### src/rtl/commit_trace.sv
// rtl/commit_trace.sv - Commit-trace transmitter: captures retired-instruction records and streams them as 3-word packets.
module commit_trace #(
    parameter int DEPTH = 8,
    parameter int SEQ_W = 16
) (
    input  logic        clk,
    input  logic        rst_n,
    input  logic        trace_en,
    input  logic        commit_valid,
    input  logic [31:0] commit_pc,
    input  logic        commit_we,
    input  logic [4:0]  commit_rd,
    input  logic [31:0] commit_wdata,
    output logic        out_valid,
    input  logic        out_ready,
    output logic [31:0] out_data,
    output logic        out_last,
    output logic [15:0] drop_count
);

    localparam int AW = $clog2(DEPTH);
    localparam logic [AW:0] FULL_CNT = (AW + 1)'(DEPTH);

    typedef enum logic [1:0] {W0, W1, W2} state_t;

    state_t           state_q;
    logic [AW:0]      wr_ptr_q, wr_ptr_d;
    logic [AW:0]      rd_ptr_q, rd_ptr_d;
    logic [SEQ_W-1:0] seq_q, seq_d;
    logic [15:0]      drop_q, drop_d;

    logic [31:0]      pc_mem    [DEPTH];
    logic             we_mem    [DEPTH];
    logic [4:0]       rd_mem    [DEPTH];
    logic [31:0]      wdata_mem [DEPTH];
    logic [SEQ_W-1:0] seq_mem   [DEPTH];

    logic [AW:0]   count;
    logic          full, empty;
    logic          capture, handshake, pop, push, drop;
    logic [AW-1:0] wr_idx, rd_idx;

    assign count     = wr_ptr_q - rd_ptr_q;
    assign full      = (count == FULL_CNT);
    assign empty     = (count == '0);
    assign wr_idx    = wr_ptr_q[AW-1:0];
    assign rd_idx    = rd_ptr_q[AW-1:0];

    assign capture   = commit_valid & trace_en;
    assign handshake = out_valid & out_ready;
    assign pop       = handshake & (state_q == W2);
    // When full, the slot being written is the one the W2 pop frees on this same edge.
    assign push      = capture & (~full | pop);
    assign drop      = capture & ~push;

    always_comb begin
        wr_ptr_d = wr_ptr_q;
        rd_ptr_d = rd_ptr_q;
        seq_d    = seq_q;
        drop_d   = drop_q;
        if (push) begin
            wr_ptr_d = wr_ptr_q + 1'b1;
        end
        if (pop) begin
            rd_ptr_d = rd_ptr_q + 1'b1;
        end
        if (capture) begin
            seq_d = seq_q + 1'b1;
        end
        if (drop && drop_q != 16'hFFFF) begin
            drop_d = drop_q + 16'd1;
        end
    end

    always_ff @(posedge clk or negedge rst_n) begin
        if (!rst_n) begin
            wr_ptr_q <= '0;
            rd_ptr_q <= '0;
            seq_q    <= '0;
            drop_q   <= '0;
        end else begin
            wr_ptr_q <= wr_ptr_d;
            rd_ptr_q <= rd_ptr_d;
            seq_q    <= seq_d;
            drop_q   <= drop_d;
        end
    end

    always_ff @(posedge clk) begin
        if (push) begin
            pc_mem[wr_idx]    <= commit_pc;
            we_mem[wr_idx]    <= commit_we;
            rd_mem[wr_idx]    <= commit_rd;
            wdata_mem[wr_idx] <= commit_we ? commit_wdata : 32'h0;
            seq_mem[wr_idx]   <= seq_q;
        end
    end

    always_ff @(posedge clk or negedge rst_n) begin
        if (!rst_n) begin
            state_q <= W0;
        end else if (handshake) begin
            case (state_q)
                W0:      state_q <= W1;
                W1:      state_q <= W2;
                default: state_q <= W0;
            endcase
        end
    end

    always_comb begin
        out_data = 32'h0;
        if (!empty) begin
            case (state_q)
                W0:      out_data = pc_mem[rd_idx];
                W1:      out_data = {we_mem[rd_idx], rd_mem[rd_idx], 10'h000, 16'(seq_mem[rd_idx])};
                default: out_data = wdata_mem[rd_idx];
            endcase
        end
    end

    assign out_valid  = ~empty;
    assign out_last   = ~empty & (state_q == W2);
    assign drop_count = drop_q;

endmodule

### config.mk
export PLATFORM = sky130hd
export DESIGN_NAME = commit_trace
export DESIGN_NICKNAME = d
export VERILOG_FILES = /design/src/rtl/commit_trace.sv
export SDC_FILE = /design/constraint.sdc
export NUM_CORES = 1
export LEC_CHECK = 0
export BUFFER_PORTS_ARGS = -buffer_cell sky130_fd_sc_hd__buf_2
export CORE_UTILIZATION = 23
export DETAILED_ROUTE_END_ITERATION = 6
export SLEW_MARGIN = 40
export SYNTH_ARGS = -nofsm -noshare
export SYNTH_HDL_FRONTEND = slang
export SYNTH_SLANG_ARGS = --single-unit
### constraint.sdc
create_clock -name clk -period 35.3 [get_ports clk]
set_input_delay 5.295 -clock clk [delete_from_list [all_inputs] [get_ports clk]]
set_output_delay 5.295 -clock clk [all_outputs]
set_load 0.01 [all_outputs]
; ---- Word level (Yosys, flattened, before mapping)
; Memories as Yosys holds them, arrays and structs flattened.
; Cells that the tools add are included.
[classes]
div_mod_pow = 0
add_sub_neg = 5
n_reduce_logical = 3
shifts = 0
n_bitwise = 10
mul = 0
n_lt_le_gt_ge = 0
muxes = 6
n_eq_ne = 4
[op_table]
columns = operator, count
row1 = $mux W32, 2
row2 = $pmux W32 S2, 1
row3 = $add A16 B1 Y16 const B, 2
row4 = $ne A16 B16 Y1 const B, 1
row5 = $add A4 B1 Y4 const B, 2
row6 = $and A1 B1 Y1, 6
row7 = $eq A4 B4 Y1 const B, 1
row8 = $logic_not A4 Y1, 1
row9 = $pmux W2 S2, 1
row10 = $sub A4 B4 Y4, 1
row11 = $not A1 Y1, 3
row12 = $eq A2 B1 Y1 const B, 1
row13 = $eq A2 B2 Y1 const B, 1
row14 = $logic_not A2 Y1, 1
row15 = $mux W1, 2
row16 = $logic_and A1 B1 Y1, 1
row17 = $or A1 B1 Y1, 1
[word_totals]
latch_bits = 0
memories = 5
reg_bits = 42
rom_bits = 0
ramBits = 688
out_inout_bits = 50
[mem_list]
columns = memory, words, width, rd, rd_ports_with_merged_regs, write_ports, line_no
row1 = pc_mem, 8, 32, 1, 0, 1, 32  ; logic [31:0] pc_mem [DEPTH];
row2 = wdata_mem, 8, 32, 1, 0, 1, 35  ; logic [31:0] wdata_mem [DEPTH];
row3 = seq_mem, 8, 16, 1, 0, 1, 36  ; logic [SEQ_W-1:0] seq_mem [DEPTH];
row4 = rd_mem, 8, 5, 1, 0, 1, 34  ; logic [4:0] rd_mem [DEPTH];
row5 = we_mem, 8, 1, 1, 0, 1, 33  ; logic we_mem [DEPTH];

; ---- Logic depth before layout (Yosys ltp)
; Gate-level depths: netlist of run 1.
[depth]
depth_word = 10
depth_mapped = 13
mapped_depth_nobuf = 9

; ---- Worst setup path after synthesis of run 1
; Ideal clock, no wire load.
[synth_path]
kind = input -> register
from = input out_ready
to = memory pc_mem[1][0], enable pin
path_stages = 5
path_buffers = 0
arrival_ps = 14924
t_required_ps = 34527
path_slack_ps = 19603
cell_sequence = and3b_1 nor2_1 and2_1 a21oi_2 nor4b_1
[synth_via]
elab_chain_cells = 6
[synth_rtl]
columns = element, line_no
row1 = start: declaration, 15  ; input logic out_ready,
row2 = $and A1 B1 Y1, 50  ; assign handshake = out_valid & out_ready;
row3 = $and A1 B1 Y1, 51  ; assign pop = handshake & (state_q == W2);
row4 = $or A1 B1 Y1, 53  ; assign push = capture & (~full | pop);
row5 = $and A1 B1 Y1, 53
row6 = $mux W1, 90  ; if (push) begin
row7 = $mux W1 (not written as such), 91  ; pc_mem[wr_idx] <= commit_pc;
row8 = end: declaration, 32
; Every way passes these cells.

; ---- Worst setup path in the final report of run 1
[layout_path]
from = register rd_ptr_q[1]
to = output out_data[13]
[layout_via]
elab_chain_cells = 3
[layout_rtl]
columns = element, line_no
row1 = start: declaration, 28  ; logic [AW:0] rd_ptr_q, rd_ptr_d;
row2 = start signal: assignment, 83  ; rd_ptr_q <= rd_ptr_d;
row3 = "$sub A4 B4 Y4, or another cell as far along", 43  ; assign count = wr_ptr_q - rd_ptr_q;
row4 = $logic_not A4 Y1 / $pmux W32 S2 (equally long branches), "45, 114"
row5 = $mux W32 *, 113  ; if (!empty) begin
row6 = end: declaration, 16  ; output logic [31:0] out_data,
; Every way passes the cells marked *; elsewhere a longest branch is shown, timed or not.

==> results.md, run 1 <==
* Slew Limit Fails at 0
* Starting Density at 23.2%
* Die height at 355 µm
* Arr. time, crit path at 3910 ps
* Hold endpoint: drop_count[11]$_DFFE_PN0P_
* Slowest cell on the critical path: dfrtp_4
* Pwr/cell area at 76.0 nW/µm²
* Vias in the first global route at 14300
* I/O Buffers at 124
* Crit-path cells: inv_1 > ha_1 > nand3b_1 > a21oi_1 > nor2_2 > nor3b_4 > buf_4 > a211oi_1 > buf_2
* H-tree level count at 2
* Top cells by count, synth: 688 x edfxtp_1, 172 x mux4_2, 76 x nand2_1, 66 x mux2i_1, 42 x dfrtp_1
* Worst slew pin tran at 879 ps
* Setup total negative slack at 0 ps
* Area leader, netlist: edfxtp_1
* Final core utilization at 27.0%
* Detailed-route DRC error count at 1
* Final nets at 1582
* Clock Skew at 18.9 ps
* Total power at 2.54 mW
* Maximum VDD drop at 55.1 µV
* CP Capture Type: output port
* GPL Wtd Cong at 0.717
* Slew margin rel. at 41.1%
* Met1 WL at 28500 µm
* Total number of vias at 13500
* Iter 0 DRT Violations at 840
* # clock sinks at 730
* Hold Crit Class: flop to flop
* RSZ-0062 raised after global routing: no
* Post-synthesis cell type count at 43
* Share of layout cells above drive strength 1 at 29.3%
* Worst EP required at 30000 ps
* First-pass GRT wire length at 96700 µm
* Hold_sp: drop_count[11]$_DFFE_PN0P_
* Routed wire length at 66400 µm
* Reg2Reg Capture Point: pc_mem[6][5]$_DFFE_PP_
* DIE AREA at 126000 µm²
* Cells after Synth at 1352
* Top-count cell post-synth: edfxtp_1
* TritonRoute pass-1 iters at 7
* Core Area at 124000 µm²
* Routed wl met2 at 33400 µm
* Final Cycle Share at 26.1%
* Pleak at 10.9 nW
* Worst-path clk slew at 70 ps
* Total clock buffers created by CTS at 61
* Tmin final at 9210 ps
* CTS tree: built
* Syn avg cell area at 21.2 µm²
* Async S/R FF share, synth at 5.75%
* ANT cells at 0
* Max-cap violations at 0
* Failing checks: DRC
* Largest fanout on the critical path at 31
* Share of the synthesized area in the top cell type at 72.1%
* Endpoints failing setup at 0
* Final Hold Fails at 0
* Ranking of synthesized cells by area: edfxtp_1 72%, mux4_2 14%, dfrtp_1 3.7%, mux2i_1 2.3%, nand2_1 1.0%
* Reg-to-reg slack, setup at 31190 ps
* Post-CTS Setup Bufs at 0
* GR Overflow Total at 0
* Crit path kind: flop to output port
* Top sig layer: met5
* Number of synthesized flops with an enable pin at 688
* Detail Route Antenna Nets at 0
* Area Growth Syn to Fin at 16.7%
* Worst Slack Setup Final at 26090 ps
* Vias/cell at 4.23
* Clk Latency, worst-skew pair at 630 ps
* Synthesized netlist net count at 1434
* Root buf cell: clkbuf_16
* Die Wd at 355 µm
* Post-DR wirelength/cell at 20.8 µm
* DPL Wire Length at 38900 µm
* Worst R2R Path Depth at 9
* I/O pin total at 125
* CP startpoint kind: flop
* CTS Hold Buffers Added at 0
* Hold depth at 1
* Status: finished, violations left
* GRT Resource Usage Total at 10.3%
* Cell row count at 129
* CTS max path bufs at 3
* CTS resizes at 0
* Main synth FF type: edfxtp_1
* Longest individual stage delay on the worst path at 760 ps
* Setup Slack @ Placement at 26700 ps
* Post-synthesis sequential area ratio at 75.8%
* Fmax at 109 MHz
* Pin count of the biggest net entering global routing at 58
* Reg2reg start: rd_ptr_q[1]$_DFFE_PN0P_
* Initial antenna violation count at 22
* Met3 wire length at 3240 µm
* Syn. warnings at 0
* Mapped cell area at 28600 µm²
* Number of synthesized register bits at 730
[report_power, final]
| part | total, mW | switching [mW] | internal (mW) |
|---|---|---|---|
| Clock | 0.690 | 0.310 | 0.380 |
| Combinational | 0.775 | 0.439 | 0.336 |
| Sequential | 1.07 | 0.0437 | 1.03 |
| Total | 2.54 | 0.793 | 1.75 |
[cells in the final DEF (no fill, tap or decap), drive strengths merged, types with 2 or more instances in the layout]
master / count
clkbuf: 69
mux4: 172
a211oi: 24
mux2: 5
clkinvlp: 9
buf: 156
nor2: 24
ha: 7
and4b: 2
a21oi: 3
nand2b: 2
and3: 9
nor4b: 2
mux2i: 66
and3b: 2
clkinv: 23
nor2b: 2
and4: 5
dfrtp: 42
nand4: 12
and2: 36
bufinv: 7
a22oi: 10
nor3b: 3
nand3: 19
xnor2: 32
edfxtp: 688
a22o: 22
nand2: 76
inv: 11
nor3: 2
xor2: 6
[critical path, delay by kind of cell (launching register included)]
kind | cells | cell delay (ps)
flops | 1 | 760
simple gates | 3 | 810
fa+ha+maj | 1 | 310
buf+inv | 3 | 860
compound gates | 2 | 530
[how the worst max path moves through the flow]
stage | startpoint | to | slack [ps] | cells past startpoint
6_report | rd_ptr_q[1]$_DFFE_PN0P_ | out_data[13] | 26090 | 9
2_1_floorplan | out_ready | pc_mem[1][0]$_DFFE_PP_ | 19600 | 5
3_3_place_gp | rd_ptr_q[0]$_DFFE_PN0P_ | out_data[13] | 26270 | 6
4_1_cts | rd_ptr_q[1]$_DFFE_PN0P_ | out_data[13] | 26000 | 9
5_1_grt | rd_ptr_q[1]$_DFFE_PN0P_ | out_data[13] | 25910 | 9
3_5_place_dp | rd_ptr_q[1]$_DFFE_PN0P_ | out_data[13] | 26700 | 9
[cell families after synthesis]
kind of cell | Yosys count | synth area share, %
compound gates | 59 | 1.65
xor+xnor | 38 | 1.16
fa+ha+maj | 7 | 0.306
buf+inv | 76 | 1.47
flops | 730 | 75.8
mux | 243 | 16.0
simple gates | 199 | 3.60
[final cells by class]
type | instances | area, µm²
clock inverters | 45 | 468
flip-flops and latches | 730 | 21700
fillers | 12300 | 90200
clock buffers | 69 | 1600
repair buffers | 156 | 978
multi-input cells | 546 | 6600
inverters | 5 | 18.8
well taps | 1637 | 2050
[registers in the layout, indices dropped and copies added (netlist names)]
name	count
seq_mem	128
rd_ptr_q	4
we_mem	8
seq_q	16
drop_count	16
wr_ptr_q	4
rd_mem	40
state_q	2
pc_mem	256
wdata_mem	256
[metrics by stage]
| stage | hold slack [ps] | instance area [µm²] | std cells |
|---|---|---|---|
| 2_1_floorplan | 460 | 28600 | 1352 |
| 3_3_place_gp | 476 | 31200 | 3069 |
| 3_5_place_dp | 477 | 31400 | 3074 |
| 4_1_cts | 492 | 33400 | 3188 |
| 5_1_grt | 499 | 33400 | 3188 |
| 6_report | 491 | 33400 | 3188 |
[per-layer routing]
metal  vias to the layer above  GRT usage (%)
met5                         -              0
met4                        14           2.52
met1                      7202           13.4
met2                       337           18.0
met3                        88           1.57
li1                       5842              -
Power figures use the tool's default switching activity.
==> run 2, diff against run 1 <==
- clock period: 35.3 -> 9.7 ns (I/O delays scaled with it)
==> run 2 against run 1 <==
Effect of this change: the run now ends clean; utilization is 0.22 points higher; cell count is 0.63% higher; sequential power increased to 3.7 times the previous value; via count up 0.67%; first-iteration DRC count is 2.4% higher; die area unchanged; clock skew rose by 4.3 ps; worst hold slack worse by 4.0 ps; critical endpoint is now out_data[0]; largest cell class unchanged.
==> results.md, run 2 (synthesized netlist as in run 1, its figures left out) <==
* Final Hold Fails at 0 (unchanged)
* Clock Skew at 23.2 ps (+4.28 ps)
* Initial antenna violation count at 16 (-27%)
* # clock sinks at 730 (unchanged)
* CTS Hold Buffers Added at 0 (unchanged)
* Setup total negative slack at 0 ps (unchanged)
* Final nets at 1592 (+0.63%)
* Crit path kind: flop to output port
* Cell row count at 129 (unchanged)
* Die height at 355 µm (unchanged)
* Post-DR wirelength/cell at 21.2 µm (+1.8%)
* Largest fanout on the critical path at 34 (+9.7%)
* Setup Slack @ Placement at 4670 ps (-22030 ps)
* I/O Buffers at 124 (unchanged)
* Crit-path cells: buf_4 > inv_2 > ha_1 > a21oi_1 > a21oi_1 > nor2_2 > nor3b_4 > buf_4 > a211oi_1 > buf_2
* Hold Crit Class: flop to flop
* GPL Wtd Cong at 0.697 (-2.8%)
* Max-cap violations at 0 (unchanged)
* Hold endpoint: drop_count[11]$_DFFE_PN0P_
* Slowest cell on the critical path: a211oi_1
* Maximum VDD drop at 135 µV (+150%)
* Detail Route Antenna Nets at 0 (unchanged)
* CP Capture Type: output port
* Worst path bufs/invs at 4 (+1)
* Post-route cell area at 33700 µm² (+0.80%)
* Pwr/cell area at 282 nW/µm² (+270%)
* GRT Resource Usage Total at 10.7% (+0.39 points)
* Status: finished, final reports clean
* Tmin final at 5590 ps
* Longest individual stage delay on the worst path at 720 ps (-40 ps)
* Final core utilization at 27.3% (+0.22 points)
* TritonRoute pass-1 iters at 7 (unchanged)
* Most frequent cells in the layout: 688 x edfxtp_1, 172 x mux4_2, 123 x buf_2, 76 x nand2_1, 72 x clkbuf_16
* Post-CTS Setup Bufs at 0 (unchanged)
* Min Hold Slack at 487 ps (-4.02 ps)
* Slew Limit Fails at 0 (unchanged)
* Fmax at 179 MHz
* Endpoints failing setup at 0 (unchanged)
* Pin count of the biggest net entering global routing at 55 (-5.2%)
* CTS tree: built
* Total clock buffers created by CTS at 72 (+18%)
* DPL Wire Length at 39200 µm (+0.58%)
* Commonest non-fill, non-tap cell in the layout: edfxtp_1
* Pleak at 11.0 nW (+1.2%)
* Clk Latency, worst-skew pair at 640 ps (about the same)
* Area Growth Syn to Fin at 17.6%
* Biggest regs: pc_mem x256, wdata_mem x256, seq_mem x128
* Worst EP required at 8250 ps (-21750 ps)
* Total number of vias at 13600 (+0.67%)
* First-pass GRT wire length at 99500 µm (+3.0%)
* Worst Slack Setup Final at 4110 ps (-21980 ps)
* Reg2reg start: rd_ptr_q[2]$_DFFE_PN0P_
* CTS max path bufs at 3 (unchanged)
* Worst R2R Path Depth at 10 (+1)
* Arr. time, crit path at 4130 ps (+220 ps)
* Core Area at 124000 µm² (unchanged)
* CP startpoint kind: flop
* Reg2Reg Capture Point: pc_mem[2][9]$_DFFE_PP_
* Slew margin rel. at 43.5% (+2.5 points)
* DIE AREA at 126000 µm² (unchanged)
* Iter 0 DRT Violations at 860 (+2.4%)
* Vias in the first global route at 14700 (+3.1%)
* I/O pin total at 125 (unchanged)
* H-tree level count at 3 (+1)
* Reg-to-reg slack, setup at 5260 ps (-25930 ps)
* CTS resizes at 0 (unchanged)
* Routed wire length at 68000 µm (+2.4%)
* RSZ-0062 raised after global routing: no
* Starting Density at 23.2% (unchanged)
* GR Overflow Total at 0 (unchanged)
* Crit path max-delay family: buffers and inverters
* DP Area at 31300 µm² (-0.23%)
* Vias/cell at 4.23 (about the same)
* Final Cycle Share at 57.6%
* Detailed-route DRC error count at 0 (-1)
* Hold_sp: drop_count[11]$_DFFE_PN0P_
* Share of layout cells above drive strength 1 at 29.1% (-0.13 points)
* Hold depth at 1 (unchanged)
* Root buf cell: clkbuf_16
* Die Wd at 355 µm (unchanged)
* Worst-path clk slew at 60 ps (about the same)
* Worst slew pin tran at 847 ps (-31.6 ps)
run 2: cell types whose count changed in the layout (fill, tap and decap cells not counted), moves of 5 or more:
cell,before,now
clkinvlp_4,9,4
clkbuf_1,5,10
clkinv_1,8,14
clkbuf_16,62,72
diode_2,0,6
run 2: how the worst max path moves through the flow:
stage,from,endpoint,slack [ps],depth (start not counted)
floorplan,rd_ptr_q[2]$_DFFE_PN0P_,pc_mem[2][0]$_DFFE_PP_,1930,10
global placement,rd_ptr_q[1]$_DFFE_PN0P_,out_data[11],4220,7
detailed placement,rd_ptr_q[2]$_DFFE_PN0P_,out_data[31],4670,10
CTS,rd_ptr_q[2]$_DFFE_PN0P_,out_data[31],3970,10
global route,rd_ptr_q[2]$_DFFE_PN0P_,out_data[0],3830,10
finish,rd_ptr_q[2]$_DFFE_PN0P_,out_data[0],4110,10
run 2: layout make-up:
type	instances	area (µm²)
Antenna cell	6	15.0
Timing Repair Buffer	155	951
Clock inverter	47	509
Inverter	5	18.8
Multi-Input combinational cell	546	6590
Tap cell	1637	2050
Sequential cell	730	21700
Fill cell	12300	89900
Clock buffer	82	1840
run 2: layer usage:
| metal | GRT usage [%] | up-vias | wire length, µm |
|---|---|---|---|
| li1 | - | 5879 | - |
| met1 | 13.9 | 7247 | 29600 |
| met2 | 18.2 | 352 | 33700 |
| met3 | 1.69 | 88 | 3200 |
| met4 | 3.70 | 8 | 1480 |
| met5 | 0 | - | 38 |
run 2: report_power, final:
group	switching [mW]	internal (mW)	total (mW)
Sequential	0.225	3.75	3.98
Clock	1.21	1.57	2.78
Combinational	1.53	1.22	2.75
run 2: stage by stage:
stage                     total power, mW  instances
after global placement               6.77       3068
final                                9.50       3208
after floorplan                      5.90       1352
after detailed placement             6.85       3071
after global routing                 9.94       3204
after CTS                            9.65       3200
